### src/rtl/vga_timing_pkg.sv
// Nominal 640x480 VGA timing constants and the receiver lock-state encoding,
// shared between the display transmitter and the sync receiver.
package vga_timing_pkg;

    localparam int unsigned H_TOTAL = 800;
    localparam int unsigned H_SYNC  = 96;
    localparam int unsigned H_BACK  = 144;
    localparam int unsigned V_TOTAL = 525;
    localparam int unsigned V_SYNC  = 2;
    localparam int unsigned V_BACK  = 35;

    typedef enum logic [1:0] {
        StSearch,
        StAcquire,
        StLocked
    } lock_state_e;

endpackage

### src/rtl/sync_edge_detect.sv
// Registers one sync input, keeps a delayed copy and flags rising/falling edges.
// Both stages reset high so an idle (high) sync line never produces an edge.
module sync_edge_detect (
    input  logic clk_i,
    input  logic rst_ni,
    input  logic sig_i,
    output logic rise_o,
    output logic fall_o
);

    logic sig_q;
    logic sig_dly_q;

    always_ff @(posedge clk_i or negedge rst_ni) begin
        if (!rst_ni) begin
            sig_q     <= 1'b1;
            sig_dly_q <= 1'b1;
        end else begin
            sig_q     <= sig_i;
            sig_dly_q <= sig_q;
        end
    end

    assign rise_o = sig_q & ~sig_dly_q;
    assign fall_o = ~sig_q & sig_dly_q;

endmodule

### src/rtl/vga_sync_receiver.sv
// Recovers pixel coordinates from hSync/vSync, checks line and frame timing and
// tracks lock to the incoming stream.
module vga_sync_receiver
    import vga_timing_pkg::*;
#(
    parameter int unsigned CLK_DIV     = 4,
    parameter int unsigned H_TOTAL     = vga_timing_pkg::H_TOTAL,
    parameter int unsigned H_SYNC      = vga_timing_pkg::H_SYNC,
    parameter int unsigned V_TOTAL     = vga_timing_pkg::V_TOTAL,
    parameter int unsigned V_SYNC      = vga_timing_pkg::V_SYNC,
    parameter int unsigned LOCK_FRAMES = 2
) (
    input  logic        clk,
    input  logic        rst,
    input  logic        hSync,
    input  logic        vSync,
    input  logic        bright,
    output logic [9:0]  hCount,
    output logic [9:0]  vCount,
    output logic        brightOut,
    output logic        locked,
    output logic        hErr,
    output logic        vErr,
    output logic [15:0] frameCount,
    output logic [7:0]  errCount
);

    localparam int unsigned HShift     = $clog2(CLK_DIV);
    localparam logic [12:0] HLineClks  = 13'(H_TOTAL * CLK_DIV);
    localparam logic [12:0] HSyncClks  = 13'(H_SYNC * CLK_DIV);
    localparam logic [10:0] VLines     = 11'(V_TOTAL);
    localparam logic [10:0] VSyncLines = 11'(V_SYNC);

    logic        h_rise, h_fall, v_rise, v_fall;
    logic [11:0] h_clk_q, h_clk_d;
    logic [9:0]  v_line_q, v_line_d;
    logic        h_arm_q, v_arm_q;
    logic        h_err_q, h_err_d, v_err_q, v_err_d;
    logic [1:0]  bright_q;
    lock_state_e state_q;
    logic [7:0]  gf_q;
    logic [15:0] frame_cnt_q;
    logic [7:0]  err_cnt_q;
    logic [12:0] h_clk_inc;
    logic [10:0] v_line_seen;
    logic        h_sat, err_in, enter_search;

    sync_edge_detect u_h_edge (
        .clk_i  (clk),
        .rst_ni (rst),
        .sig_i  (hSync),
        .rise_o (h_rise),
        .fall_o (h_fall)
    );

    sync_edge_detect u_v_edge (
        .clk_i  (clk),
        .rst_ni (rst),
        .sig_i  (vSync),
        .rise_o (v_rise),
        .fall_o (v_fall)
    );

    always_comb begin
        h_sat     = (h_clk_q == 12'hFFF);
        h_clk_inc = {1'b0, h_clk_q} + 13'd1;
        // A coincident hSync fall closes the line in progress, so it counts toward vSync checks.
        v_line_seen = {1'b0, v_line_q} + {10'd0, h_fall};

        h_err_d = h_arm_q & ((h_fall & (h_clk_inc != HLineClks)) |
                             (h_rise & (h_clk_inc != HSyncClks)));
        v_err_d = v_arm_q & ((v_fall & (v_line_seen != VLines)) |
                             (v_rise & (v_line_seen != VSyncLines)));

        h_clk_d = h_clk_q;
        if (h_fall) begin
            h_clk_d = '0;
        end else if (!h_sat) begin
            h_clk_d = h_clk_q + 12'd1;
        end

        v_line_d = v_line_q;
        if (v_fall) begin
            v_line_d = '0;
        end else if (h_fall && (v_line_q != 10'h3FF)) begin
            v_line_d = v_line_q + 10'd1;
        end

        err_in       = h_err_q | v_err_q;
        enter_search = err_in & (state_q != StSearch);
    end

    // Edge checks stay disarmed until a first falling edge gives a trustworthy reference.
    always_ff @(posedge clk or negedge rst) begin
        if (!rst) begin
            h_clk_q  <= '0;
            v_line_q <= '0;
            h_err_q  <= 1'b0;
            v_err_q  <= 1'b0;
            h_arm_q  <= 1'b0;
            v_arm_q  <= 1'b0;
            bright_q <= '0;
        end else begin
            h_clk_q  <= h_clk_d;
            v_line_q <= v_line_d;
            h_err_q  <= h_err_d;
            v_err_q  <= v_err_d;
            bright_q <= {bright_q[0], bright};
            if (enter_search) begin
                h_arm_q <= 1'b0;
            end else if (h_fall) begin
                h_arm_q <= 1'b1;
            end
            if (v_fall) begin
                v_arm_q <= 1'b1;
            end
        end
    end

    always_ff @(posedge clk or negedge rst) begin
        if (!rst) begin
            state_q     <= StSearch;
            gf_q        <= '0;
            frame_cnt_q <= '0;
            err_cnt_q   <= '0;
        end else begin
            case (state_q)
                StSearch: begin
                    if (v_fall && !err_in) begin
                        state_q <= StAcquire;
                        gf_q    <= '0;
                    end
                end
                StAcquire: begin
                    if (err_in) begin
                        state_q <= StSearch;
                    end else if (v_fall) begin
                        gf_q <= gf_q + 8'd1;
                        if (32'(gf_q) + 32'd1 >= LOCK_FRAMES) begin
                            state_q     <= StLocked;
                            frame_cnt_q <= '0;
                        end
                    end
                end
                StLocked: begin
                    if (err_in) begin
                        state_q <= StSearch;
                        if (err_cnt_q != 8'hFF) begin
                            err_cnt_q <= err_cnt_q + 8'd1;
                        end
                    end else if (v_fall) begin
                        frame_cnt_q <= frame_cnt_q + 16'd1;
                    end
                end
                default: state_q <= StSearch;
            endcase
        end
    end

    assign hCount     = h_sat ? 10'h3FF : 10'(h_clk_q >> HShift);
    assign vCount     = v_line_q;
    assign brightOut  = bright_q[1];
    assign locked     = (state_q == StLocked);
    assign hErr       = h_err_q;
    assign vErr       = v_err_q;
    assign frameCount = frame_cnt_q;
    assign errCount   = err_cnt_q;

endmodule

### config.mk
export PLATFORM = sky130hd
export DESIGN_NAME = vga_sync_receiver
export DESIGN_NICKNAME = d
export VERILOG_FILES = /design/src/rtl/vga_timing_pkg.sv /design/src/rtl/sync_edge_detect.sv /design/src/rtl/vga_sync_receiver.sv
export SDC_FILE = /design/constraint.sdc
export NUM_CORES = 1
export LEC_CHECK = 0
export ABC_CLOCK_PERIOD_IN_PS = 7100
export CORE_UTILIZATION = 36
export DETAILED_ROUTE_END_ITERATION = 8
export PLACE_DENSITY_LB_ADDON = 0.05
export RECOVER_POWER = 100
export SYNTH_ARGS = -nofsm -noshare
export SYNTH_HDL_FRONTEND = slang
export SYNTH_SLANG_ARGS = --single-unit
### constraint.sdc
create_clock -name clk -period 7.1 [get_ports clk]
set_clock_uncertainty 0.1 [all_clocks]
set_input_delay 1.42 -clock clk [delete_from_list [all_inputs] [get_ports clk]]
set_output_delay 1.42 -clock clk [all_outputs]
set_load 0.1 [all_outputs]
==> impl_summary.md <==
Setup path
The signal on the critical path passes through buf_2, clkbuf_1. The largest stage delay on the critical path is 2.51 ns. The arrival time of the worst setup path is 4.04 ns. The beginning of the worst register-to-register path is u_h_edge.sig_q.

The worst register-to-register path ends at vErr. The nature of the critical path endpoint is an async pin. The worst setup path is launched from an input port. The kind of cell adding the most delay to the critical path is buffers and inverters. For the worst setup path, the data required time is 6.62 ns.

The type of the worst setup path is input port to async pin. The slowest stage of the critical path is the clkbuf_1 cell. The worst register-to-register path has a setup slack of 4.31 ns. Along the worst path, the maximum fanout reaches 66.

The critical path contains buffers and inverters numbering 2 combined. The worst reg-to-reg path cell count is 9.

Min path
The worst hold path terminates at bright_q[1]. The worst hold path depth is 0. The startpoint identified for the worst hold timing path is bright_q[0]. The tightest min-delay check is of the register to register type.

Floorplan
The height of the chip is 102 um. The floorplan has 36 rows. The starting density of the core is 0.370. The floorplan step defined a die boundary enclosing 0.0104 sq mm. Pin placement for this block handled 53 I/O pins. In this run the standard cell core region covers 0.00973 sq mm. The die is 102 um wide.

Clock network
The root cell of the clock tree is clkbuf_8. Once the clock tree was built, the setup fixing pass inserted 0 buffers. The number of hold-repair buffers added at the cts stage is 0. No sink is reached through more buffers than the 2 on the longest clock path. The number of clock buffers inserted by TritonCTS is 9. For this design, the sink count on the clock tree is 66.

In this run, post-CTS repair resized a total of 0 instances. The clock latency at the later pin of the worst-skew pair is 0.33 ns. The count of H-tree levels built during CTS is 3. Clock-pin slew was measured on the worst setup and hold paths at 0.07 ns. TritonCTS built the clock tree.

Placement
The HPWL after detailed placement is 5290 um. The placed cell count is 539. Before CTS, the worst setup slack after placement is 3.52 ns. At the end of routability-driven placement, the weighted congestion stood at 0.744. The count of port buffers added during placement is 52.

Synthesis
Of the total synthesized cell area, the portion taken by XOR and XNOR cells is 0.0999. Of the total synthesized cell area, the portion taken by AND, OR, NAND and NOR gates is 0.245. The synthesized design contains 0 enable-type register cells. The library cell with the largest summed area after synthesis is dfrtp_1. The post-synthesis compound-gate area fraction is 0.104. During synthesis, Yosys emitted a total of 0 warnings.

Measured against the total synthesized area, the mux share comes to 0.0261. In the synthesized netlist, the number of instances is 378. After synthesis, the largest family of logic cells by area is simple AND/OR/NAND/NOR gates.

The share of synthesized area in the top cell type comes to 0.431. The mapped cell area is 0.00360 sq mm. The fraction of synthesis flops using an asynchronous set or reset pin is 1.00. Counting every net in the synthesized netlist gives 391.

The synthesized flop and latch total is 66. After synthesis, the cell types taking the most area are dfrtp_1 43%, xor2_1 5.4%, xnor2_1 4.6%. The count of distinct cell types in the synthesized netlist is 55. A synthesized cell averages 9.51 sq um. The sequential-to-total area share from yosys stat is 0.461.

The synthesized-area fraction occupied by adder cells is 0.0278. In the synthesized netlist the dominant register cell turns out to be dfrtp_1.

Global routing
In the global route stage, overall resource usage came out at 0.166. Summed over all layers, the global routing overflow is 0. The via count of the first global-routing pass is 2664. The pin count of the biggest net entering global routing is 67. The initial antenna violation count is 0.

The first global-routing pass estimated 13200 um of wire.

Status
The run finished, with violations left. The final reports fail on capacitance limit, slew limit.

Job
Max-cap violations in this run came to 1.

Pwr
The maximum ir drop on the vdd rail is 0.248 mV. The logic gate share of total power is 0.210. For this design the ratio of total power to cell area is 222 mW/mm^2.

The analysis attributes to net switching a power of 0.328 mW. In this run the static leakage power is 1.99 nW. The clock group share of total power is 0.340. The internal power component is 0.641 mW. Power comes to 0.970 mW. Of the total power, the share spent switching nets is 0.339. The share of total power dissipated in sequential elements is 0.449.

Route
The detail-routed net length per standard cell is 14.3 um. Once detail routing completed, the nets flagged for antenna violations numbered 0. The violation count after the first detailed-routing iteration is 125. Using the TritonRoute via totals, the vias-per-cell ratio works out to 5.06. The number of vias after detailed routing is 2801.

For this block, the routed nets add up to 7920 um of wire. For this run, design rule violations remaining after detail routing come to 0. The number of iterations in the first detailed-routing pass is 7.

STA
The final setup TNS is 0 ns. The number of endpoints with negative hold slack in the final report came to 0. The worst hold slack after final layout is 0.251 ns. The final critical-path setup slack is 2.58 ns. The max-slew violation total from the final report is 67. The clock period minus final worst setup slack is 4.52 ns. For the pin with the worst max-slew slack, the measured transition is 3.58 ns. The total of endpoints with negative setup slack in the final report is 0. The max-slew headroom at the worst pin is -1.39. The highest clock frequency the design can meet is 0.221 GHz. The final critical-path share of the clock period is 0.636. Setup repair after global routing left no endpoint under its margin.

Cells and area
The repair_antennas step left the layout with diodes totalling 0. From synthesis to final layout, the design area changed by 21.6%. The ratio of cells with drive above 1 in the final layout is 0.0618. The count of placed standard cells in the final layout, fillers left out is 554. In the final design database the tool counted 430 nets. The filler cell count in the final layout is 985.
==> metal layers <==
layer,share of wire,wire (um),GRT usage,vias up
met5,0,0,0,-
met4,0.011,84,0.0725,0
met3,0.031,243,0.0246,8
met2,0.47,3750,0.267,46
met1,0.49,3850,0.221,1347
li1,-,-,-,1400
==> power by group through the flow <==
stage,Clock (mW),Combinational [mW],Sequential [mW]
after floorplan,0,0.110,0.490
after global routing,0.356,0.219,0.442
after detailed placement,0,0.213,0.444
after CTS,0.344,0.213,0.437
final,0.330,0.204,0.436
after global placement,0,0.211,0.443
==> stage by stage <==
step	cell area [sq um]	utilization
after floorplan	3600	-
after global placement	4190	0.431
after detailed placement	4190	0.431
after CTS	4390	0.452
after global routing	4370	0.450
final	4370	0.450
==> flip-flops by register name (all words and copies together), names as in the netlist, 2 cells and up <==
name,count
frameCount,16
vCount,10
gf_q,8
bright_q,2
state_q,2
h_clk_q,12
errCount,8
==> cell families after synthesis <==
kind of cell | Yosys count
AOI/OAI and AO/OA | 57
xor gates and xnor gates | 41
adders and majority gates | 8
buffers and inverters | 34
DFF | 66
muxes | 9
and+or+nand+nor | 163
==> synthesized netlist by cell type (2+ instances only) <==
library cell,instances
nand4_1,10
mux2i_1,6
or3_1,3
xor2_1,22
a22o_1,4
mux2_2,3
o21a_1,2
o2111ai_1,2
nor3_1,11
nor4_1,3
inv_1,8
or2_2,3
dfrtp_1,62
a31oi_1,5
xnor2_1,19
and2_1,4
nand3b_1,2
nand2_1,26
a21oi_1,12
buf_2,5
ha_1,8
clkbuf_1,21
dfstp_2,4
o21ai_0,16
and4_1,5
nor2_1,43
nand3_1,22
and3_1,10
nand2b_1,5
o31ai_1,3
nor2b_1,5
==> layout make-up <==
class,instances,area [sq um],share of cell area
Timing Repair Buffer,54,523,0.120
Sequential cell,66,1660,0.379
Tap cell,133,166,0.0380
Multi-Input combinational cell,278,1790,0.410
Clock inverter,2,35.0,0.00801
Clock buffer,13,169,0.0386
Inverter,8,30.0,0.00686
==> cells in the final DEF (no fill, tap or decap), types with 2 or more instances in the layout <==
master and n:
a31oi_1 5, and3_1 10, and2_1 3, dfrtp_1 62, or3_1 3, o2111ai_1 2, o21ai_0 16, a22o_1 4
nand3_1 22, a21oi_1 13, o21a_1 2, dfstp_1 3, o31ai_1 3, nor2b_1 5, mux2i_1 6, nand3b_1 2
nand2b_1 6, nor3_1 11, nand4_1 10, nor2_1 43, xor2_1 22, clkbuf_1 3, or2_2 3, nand2_1 26
ha_1 8, and4_1 5, nor4_1 3, xnor2_1 19, clkbuf_8 12, mux2_2 3, dlygate4sd3_1 51, inv_1 8
==> worst max-delay path by stage <==
stage	from	depth (start not counted)	slack [ns]	to
2_1_floorplan	h_clk_q[7]	2	4.16	hCount[5]
3_3_place_gp	state_q[0]	3	3.55	locked
3_5_place_dp	state_q[0]	3	3.52	locked
4_1_cts	state_q[0]	3	3.13	locked
5_1_grt	rst	2	1.78	h_clk_q[6]
6_report	rst	2	2.58	h_clk_q[4]
Note: power is estimated with default switching activity, not from simulation.
